### config.mk
export PLATFORM = sky130hd
export DESIGN_NAME = game_ctrl
export DESIGN_NICKNAME = d
export VERILOG_FILES = /design/src/rtl/game_ctrl.sv
export SDC_FILE = /design/constraint.sdc
export NUM_CORES = 1
export LEC_CHECK = 0
export CORE_ASPECT_RATIO = 2
export CORE_MARGIN = 2
export CORE_UTILIZATION = 60
export CTS_CLUSTER_SIZE = 14
export DETAILED_ROUTE_END_ITERATION = 8
export DONT_BUFFER_PORTS = 1
export PLACE_DENSITY = 0.75
export SLEW_MARGIN = 20
export SYNTH_ARGS = -nofsm -noshare
export SYNTH_HDL_FRONTEND = slang
export SYNTH_SLANG_ARGS = --single-unit
### constraint.sdc
create_clock -name clk -period 2.9 [get_ports clk]
set_input_delay 0.435 -clock clk [delete_from_list [all_inputs] [get_ports clk]]
set_output_delay 0.435 -clock clk [all_outputs]
set_load 0.03 [all_outputs]
### src/rtl/game_ctrl.sv
// Frame-synchronous game sequencer: decides when the playfield runs, pauses,
// respawns, advances a level or ends, and owns the lives/level/BCD score registers.
module game_ctrl #(
    parameter int FRAME_LINE   = 480,
    parameter int LIVES        = 3,
    parameter int HIT_FRAMES   = 120,
    parameter int CLEAR_FRAMES = 90,
    parameter int OVER_FRAMES  = 60
) (
    input  logic        clk,
    input  logic        reset,
    input  logic [10:0] x,
    input  logic [10:0] y,
    input  logic [1:0]  btn1,
    input  logic [1:0]  btn2,
    input  logic        kill,
    input  logic        hit,
    input  logic        cleared,
    input  logic        landed,
    output logic [2:0]  state,
    output logic        run,
    output logic        frame_tick,
    output logic        wave_init,
    output logic        respawn,
    output logic [3:0]  level,
    output logic [1:0]  lives,
    output logic [15:0] score
);

    typedef enum logic [2:0] {
        TITLE = 3'd0,
        PLAY  = 3'd1,
        HIT   = 3'd2,
        CLEAR = 3'd3,
        OVER  = 3'd4
    } state_t;

    state_t      cur, nxt;
    logic [7:0]  timer, timer_d;
    logic [3:0]  level_d;
    logic [1:0]  lives_d;
    logic [15:0] score_d;
    logic        wave_d, respawn_d;
    logic        btn_prev, rst_d, any_btn, start, expire;

    // rst_d masks the first cycle after reset so a button held through
    // reset release is seen as already pressed.
    assign any_btn = |{btn1, btn2};
    assign start   = any_btn & ~btn_prev & ~rst_d;
    assign expire  = frame_tick && (timer == 8'd1);
    assign state   = cur;

    function automatic logic [15:0] add10(input logic [15:0] s);
        logic [15:0] r;
        logic        c;
        r = s;
        c = 1'b1;
        if (s[15:4] == 12'h999) return s;
        for (int i = 1; i < 4; i++) begin
            if (c) begin
                if (r[i*4 +: 4] == 4'd9) begin
                    r[i*4 +: 4] = 4'd0;
                end else begin
                    r[i*4 +: 4] = r[i*4 +: 4] + 4'd1;
                    c = 1'b0;
                end
            end
        end
        return r;
    endfunction

    always_ff @(posedge clk) begin
        if (reset) begin
            cur        <= TITLE;
            run        <= 1'b0;
            frame_tick <= 1'b0;
            wave_init  <= 1'b0;
            respawn    <= 1'b0;
            level      <= 4'd0;
            lives      <= 2'd0;
            score      <= 16'd0;
            timer      <= 8'd0;
            btn_prev   <= 1'b0;
            rst_d      <= 1'b1;
        end else begin
            cur        <= nxt;
            run        <= (nxt == PLAY);
            frame_tick <= (x == 11'd0) && (y == 11'(FRAME_LINE));
            wave_init  <= wave_d;
            respawn    <= respawn_d;
            level      <= level_d;
            lives      <= lives_d;
            score      <= score_d;
            timer      <= timer_d;
            btn_prev   <= any_btn;
            rst_d      <= 1'b0;
        end
    end

    always_comb begin
        nxt = cur;
        case (cur)
            TITLE: if (start) nxt = PLAY;
            PLAY: begin
                if (landed)       nxt = OVER;
                else if (hit)     nxt = (lives <= 2'd1) ? OVER : HIT;
                else if (cleared) nxt = CLEAR;
            end
            HIT:   if (expire) nxt = PLAY;
            CLEAR: if (expire) nxt = PLAY;
            OVER:  if (start && timer == 8'd0) nxt = TITLE;
            default: nxt = TITLE;
        endcase
    end

    always_comb begin
        level_d   = level;
        lives_d   = lives;
        score_d   = score;
        wave_d    = 1'b0;
        respawn_d = 1'b0;
        timer_d   = (frame_tick && timer != 8'd0) ? timer - 8'd1 : timer;
        if (cur == PLAY && kill) score_d = add10(score);
        case (cur)
            TITLE: begin
                if (start) begin
                    score_d   = 16'd0;
                    lives_d   = 2'(LIVES);
                    level_d   = 4'd1;
                    wave_d    = 1'b1;
                    respawn_d = 1'b1;
                end
            end
            PLAY: begin
                if (landed) begin
                    lives_d = 2'd0;
                    timer_d = 8'(OVER_FRAMES);
                end else if (hit) begin
                    if (lives <= 2'd1) begin
                        lives_d = 2'd0;
                        timer_d = 8'(OVER_FRAMES);
                    end else begin
                        lives_d = lives - 2'd1;
                        timer_d = 8'(HIT_FRAMES);
                    end
                end else if (cleared) begin
                    timer_d = 8'(CLEAR_FRAMES);
                end
            end
            HIT: if (expire) respawn_d = 1'b1;
            CLEAR: begin
                if (expire) begin
                    level_d   = (level == 4'd15) ? 4'd15 : level + 4'd1;
                    wave_d    = 1'b1;
                    respawn_d = 1'b1;
                end
            end
            default: ;
        endcase
    end

endmodule

==> out/qor.txt <==
effective utilization at floorplan: 62.1%
maximum number of pins on one net before global-route repair: 21
register-to-register setup slack: 0.79 ns
router iterations before antenna repair: 5
actual slew at the worst max-slew pin: 0.638 ns
number of buffers added to fix hold violations after cts: 0
headroom to the max-slew limit: 57.4%
portion of synthesized cell area occupied by the leading cell type: 35.8%
post-synthesis cell count: 235
Post-Route Hold Slack: 0.153 ns
synthesis-to-finish area growth: 5.62%
largest vdd supply drop: 0.538 mV
Comb pwr share: 6.3%
library cell with the largest summed area after synthesis: dfxtp_1
dominant combinational cell family by area after synthesis: simple AND/OR/NAND/NOR gates
sequential power share: 50.1%
leakage dissipation: 0.671 nW
adder-cell share of the synthesized area: 1.92%
number of antenna violations at the first check in global routing: 0
xor/xnor share of the synthesized area: 3.58%
TritonCTS buffer count: 5
DR WL/cell: 18.3 um
half-perimeter wire length of the detailed placement result: 3730 um
syn_area_per_cell: 8.34 um^2
most used flip-flop cell after synthesis: dfxtp_1
post-cts repair resize count: 0
distinct cell type count after synthesis: 57
Worst Path Class, Setup: reg -> reg
net switching power figure: 259 uW
number of enable flip-flop cells after synthesis: 0
Hold Crit Depth: 0
Critical R2R Launch: score[8]$_SDFF_PP0_
number of clock sinks: 35
DR top layer: met4
# IOs: 61
number of buffers added on ports: 0
share of cells above drive strength 1: 11.1%
die extent in y: 84.8 um
clk_lat worst skew: 0.30 ns
setup repair after global routing missed its margin: no
total via count after detailed routing: 1787
met1 layer wirelength in the final routing: 1680 um
Fmax: 474 MHz
Final ANT Viol Nets: 0
area of the core region: 0.00316 mm^2
GRT Util Overall: 27.7%
Vias per Instance: 6.72
worst r2r dst: score[13]$_SDFF_PP0_
part of the Yosys area used for sequential elements: 35.8%
full die area: 0.00377 mm^2
clock period minus final worst setup slack: 2.11 ns
Clk network pwr share: 43.6%
area of the mapped netlist: 0.00196 mm^2
data required time at the worst endpoint: 3.13 ns
H-tree levels: 2
cell at the slowest stage of the critical path: dfxtp_1
clock slew at reported path FFs: 0.08 ns
x dimension of the die: 44.4 um
Post-Route Setup TNS: 0 ns
synthesized-area fraction occupied by and/or/nand/nor cells: 32.5%
depth of the worst register-to-register path: 4
cell-by-cell trace of the critical path: nor4bb_1, nand3_1, or4b_1, a21oi_1
Arrival @ worst endpoint: 2.34 ns
maximum fanout count along the critical path: 6
crit start category: flip-flop
gpl congestion: 0.805
Synth Register Bits: 35
hold endpoint: rst_d$_DFF_P_
CP delay by family, top: simple AND/OR/NAND/NOR gates
Async S/R FF share, synth: 0%
buffer count from post-CTS setup fixing: 0
critical path capture point type: flip-flop
part of the cycle the worst path needs: 72.7%
diode count: 0
amount of wire on met3 after detailed routing: 223 um
Post-Route WL: 4880 um
number of warnings reported in the yosys synthesis log: 0
setup-violating endpoint count in the final report: 0
cell types with the highest counts after synthesis: 35 x dfxtp_1, 19 x a21oi_1, 18 x nor2_1, 15 x nand2_1, 12 x nor3_1
Max Cap Violations: 0
Crit path buffers/inverters: 0
outcome: complete, no violations
final-report hold violation count: 0
num rows: 29
global-route wire length before repair: 7790 um
top post-synthesis cells by area: dfxtp_1 36%, a21oi_1 4.9%, nor2_1 3.4%, nor3_1 3.1%, nand2_1 2.9%
drt first-iter violations: 49
multiplexer share of the synthesized area: 1.09%
min-delay src: reset
Residual DRC: 0
count of pins over their slew limit: 0
DR WL met2: 2840 um
Tightest Hold Check Type: in -> reg
cell-internal power: 773 uW
overall overflow remaining after global route: 0
clock skew: 0.0108 ns
net switching fraction of the power: 25.1%
clock tree from TritonCTS: done
vias in the first global route: 1844
Max Root-Sink Buffers: 2
Synth Area in Compound Gates: 18.8%
Clock Root Buffer: clkbuf_8
Max stage delay on crit path: 0.59 ns
NumNets Final: 269
cell area power density: 499 mW/mm^2
leading cell type by number of instances after synthesis: dfxtp_1
==> cells in the final DEF (no fill, tap or decap), drive strengths merged, types with 6 or more instances in the layout <==
cell type	count
dfxtp	35
nand2	15
nor4	11
xnor2	6
inv	10
a21oi	19
nor2	19
o31ai	7
nor3	14
o21ai	9
==> worst max-delay path by stage <==
| stage | from | to | slack, ns | cells past startpoint |
|---|---|---|---|---|
| 2_1_floorplan | state[0]$_SDFF_PP0_ | score[14]$_SDFF_PP0_ | 0.95 | 6 |
| 6_report | score[8]$_SDFF_PP0_ | score[13]$_SDFF_PP0_ | 0.79 | 4 |
| 5_1_grt | state[0]$_SDFF_PP0_ | score[13]$_SDFF_PP0_ | 0.63 | 5 |
| 3_5_place_dp | score[8]$_SDFF_PP0_ | score[13]$_SDFF_PP0_ | 0.85 | 4 |
| 3_3_place_gp | state[0]$_SDFF_PP0_ | score[7]$_SDFF_PP0_ | 0.95 | 5 |
| 4_1_cts | state[0]$_SDFF_PP0_ | score[13]$_SDFF_PP0_ | 0.83 | 5 |
==> cell type report <==
type                            count  area, um^2
Multi-Input combinational cell    178        1150
Fill cell                         285        1090
Sequential cell                    35         701
Clock buffer                        5        68.8
Clock inverter                      3        43.8
Tap cell                           31        38.8
Inverter                           10        37.5
Timing Repair Buffer                4        30.0
==> sequential cells by signal, indices dropped and copies added, names as in the netlist <==
signal      flops
lives           2
respawn         1
level           4
btn_prev        1
run             1
wave_init       1
rst_d           1
timer           8
frame_tick      1
state           3
score          12
==> logic make-up after synthesis <==
| kind of cell | after synthesis |
|---|---|
| AOI/OAI and AO/OA | 56 |
| xor gates and xnor gates | 8 |
| adders and majority gates | 3 |
| buffers and inverters | 25 |
| DFF | 35 |
| muxes | 2 |
| other | 1 |
| and+or+nand+nor | 105 |
==> metal layers <==
| metal | up-vias | track usage (%) |
|---|---|---|
| met2 | 53 | 52.0 |
| met1 | 858 | 24.1 |
| met3 | 12 | 7.02 |
| met5 | - | 0 |
| met4 | 0 | 16.5 |
| li1 | 864 | - |
==> power by group through the flow <==
stage / Clock, mW / Combinational [mW] / Sequential [mW]
5_1_grt: 0.476 / 0.0732 / 0.519
6_report: 0.450 / 0.0652 / 0.517
3_3_place_gp: 0 / 0.0622 / 0.528
4_1_cts: 0.449 / 0.0648 / 0.517
2_1_floorplan: 0 / 0.0657 / 0.523
3_5_place_dp: 0 / 0.0645 / 0.529
==> metrics by stage <==
step / utilization [%] / setup slack, ns / power, mW / std cells / area (um^2)
after floorplan: - / 0.952 / 0.589 / 238 / 1970
after global placement: 62.0 / 0.948 / 0.590 / 258 / 1960
after detailed placement: 62.0 / 0.847 / 0.593 / 258 / 1960
after CTS: 65.6 / 0.834 / 1.03 / 266 / 2070
after global routing: 65.6 / 0.633 / 1.07 / 266 / 2070
final: 65.6 / 0.791 / 1.03 / 266 / 2070
Note: power is estimated with default switching activity, not from simulation.
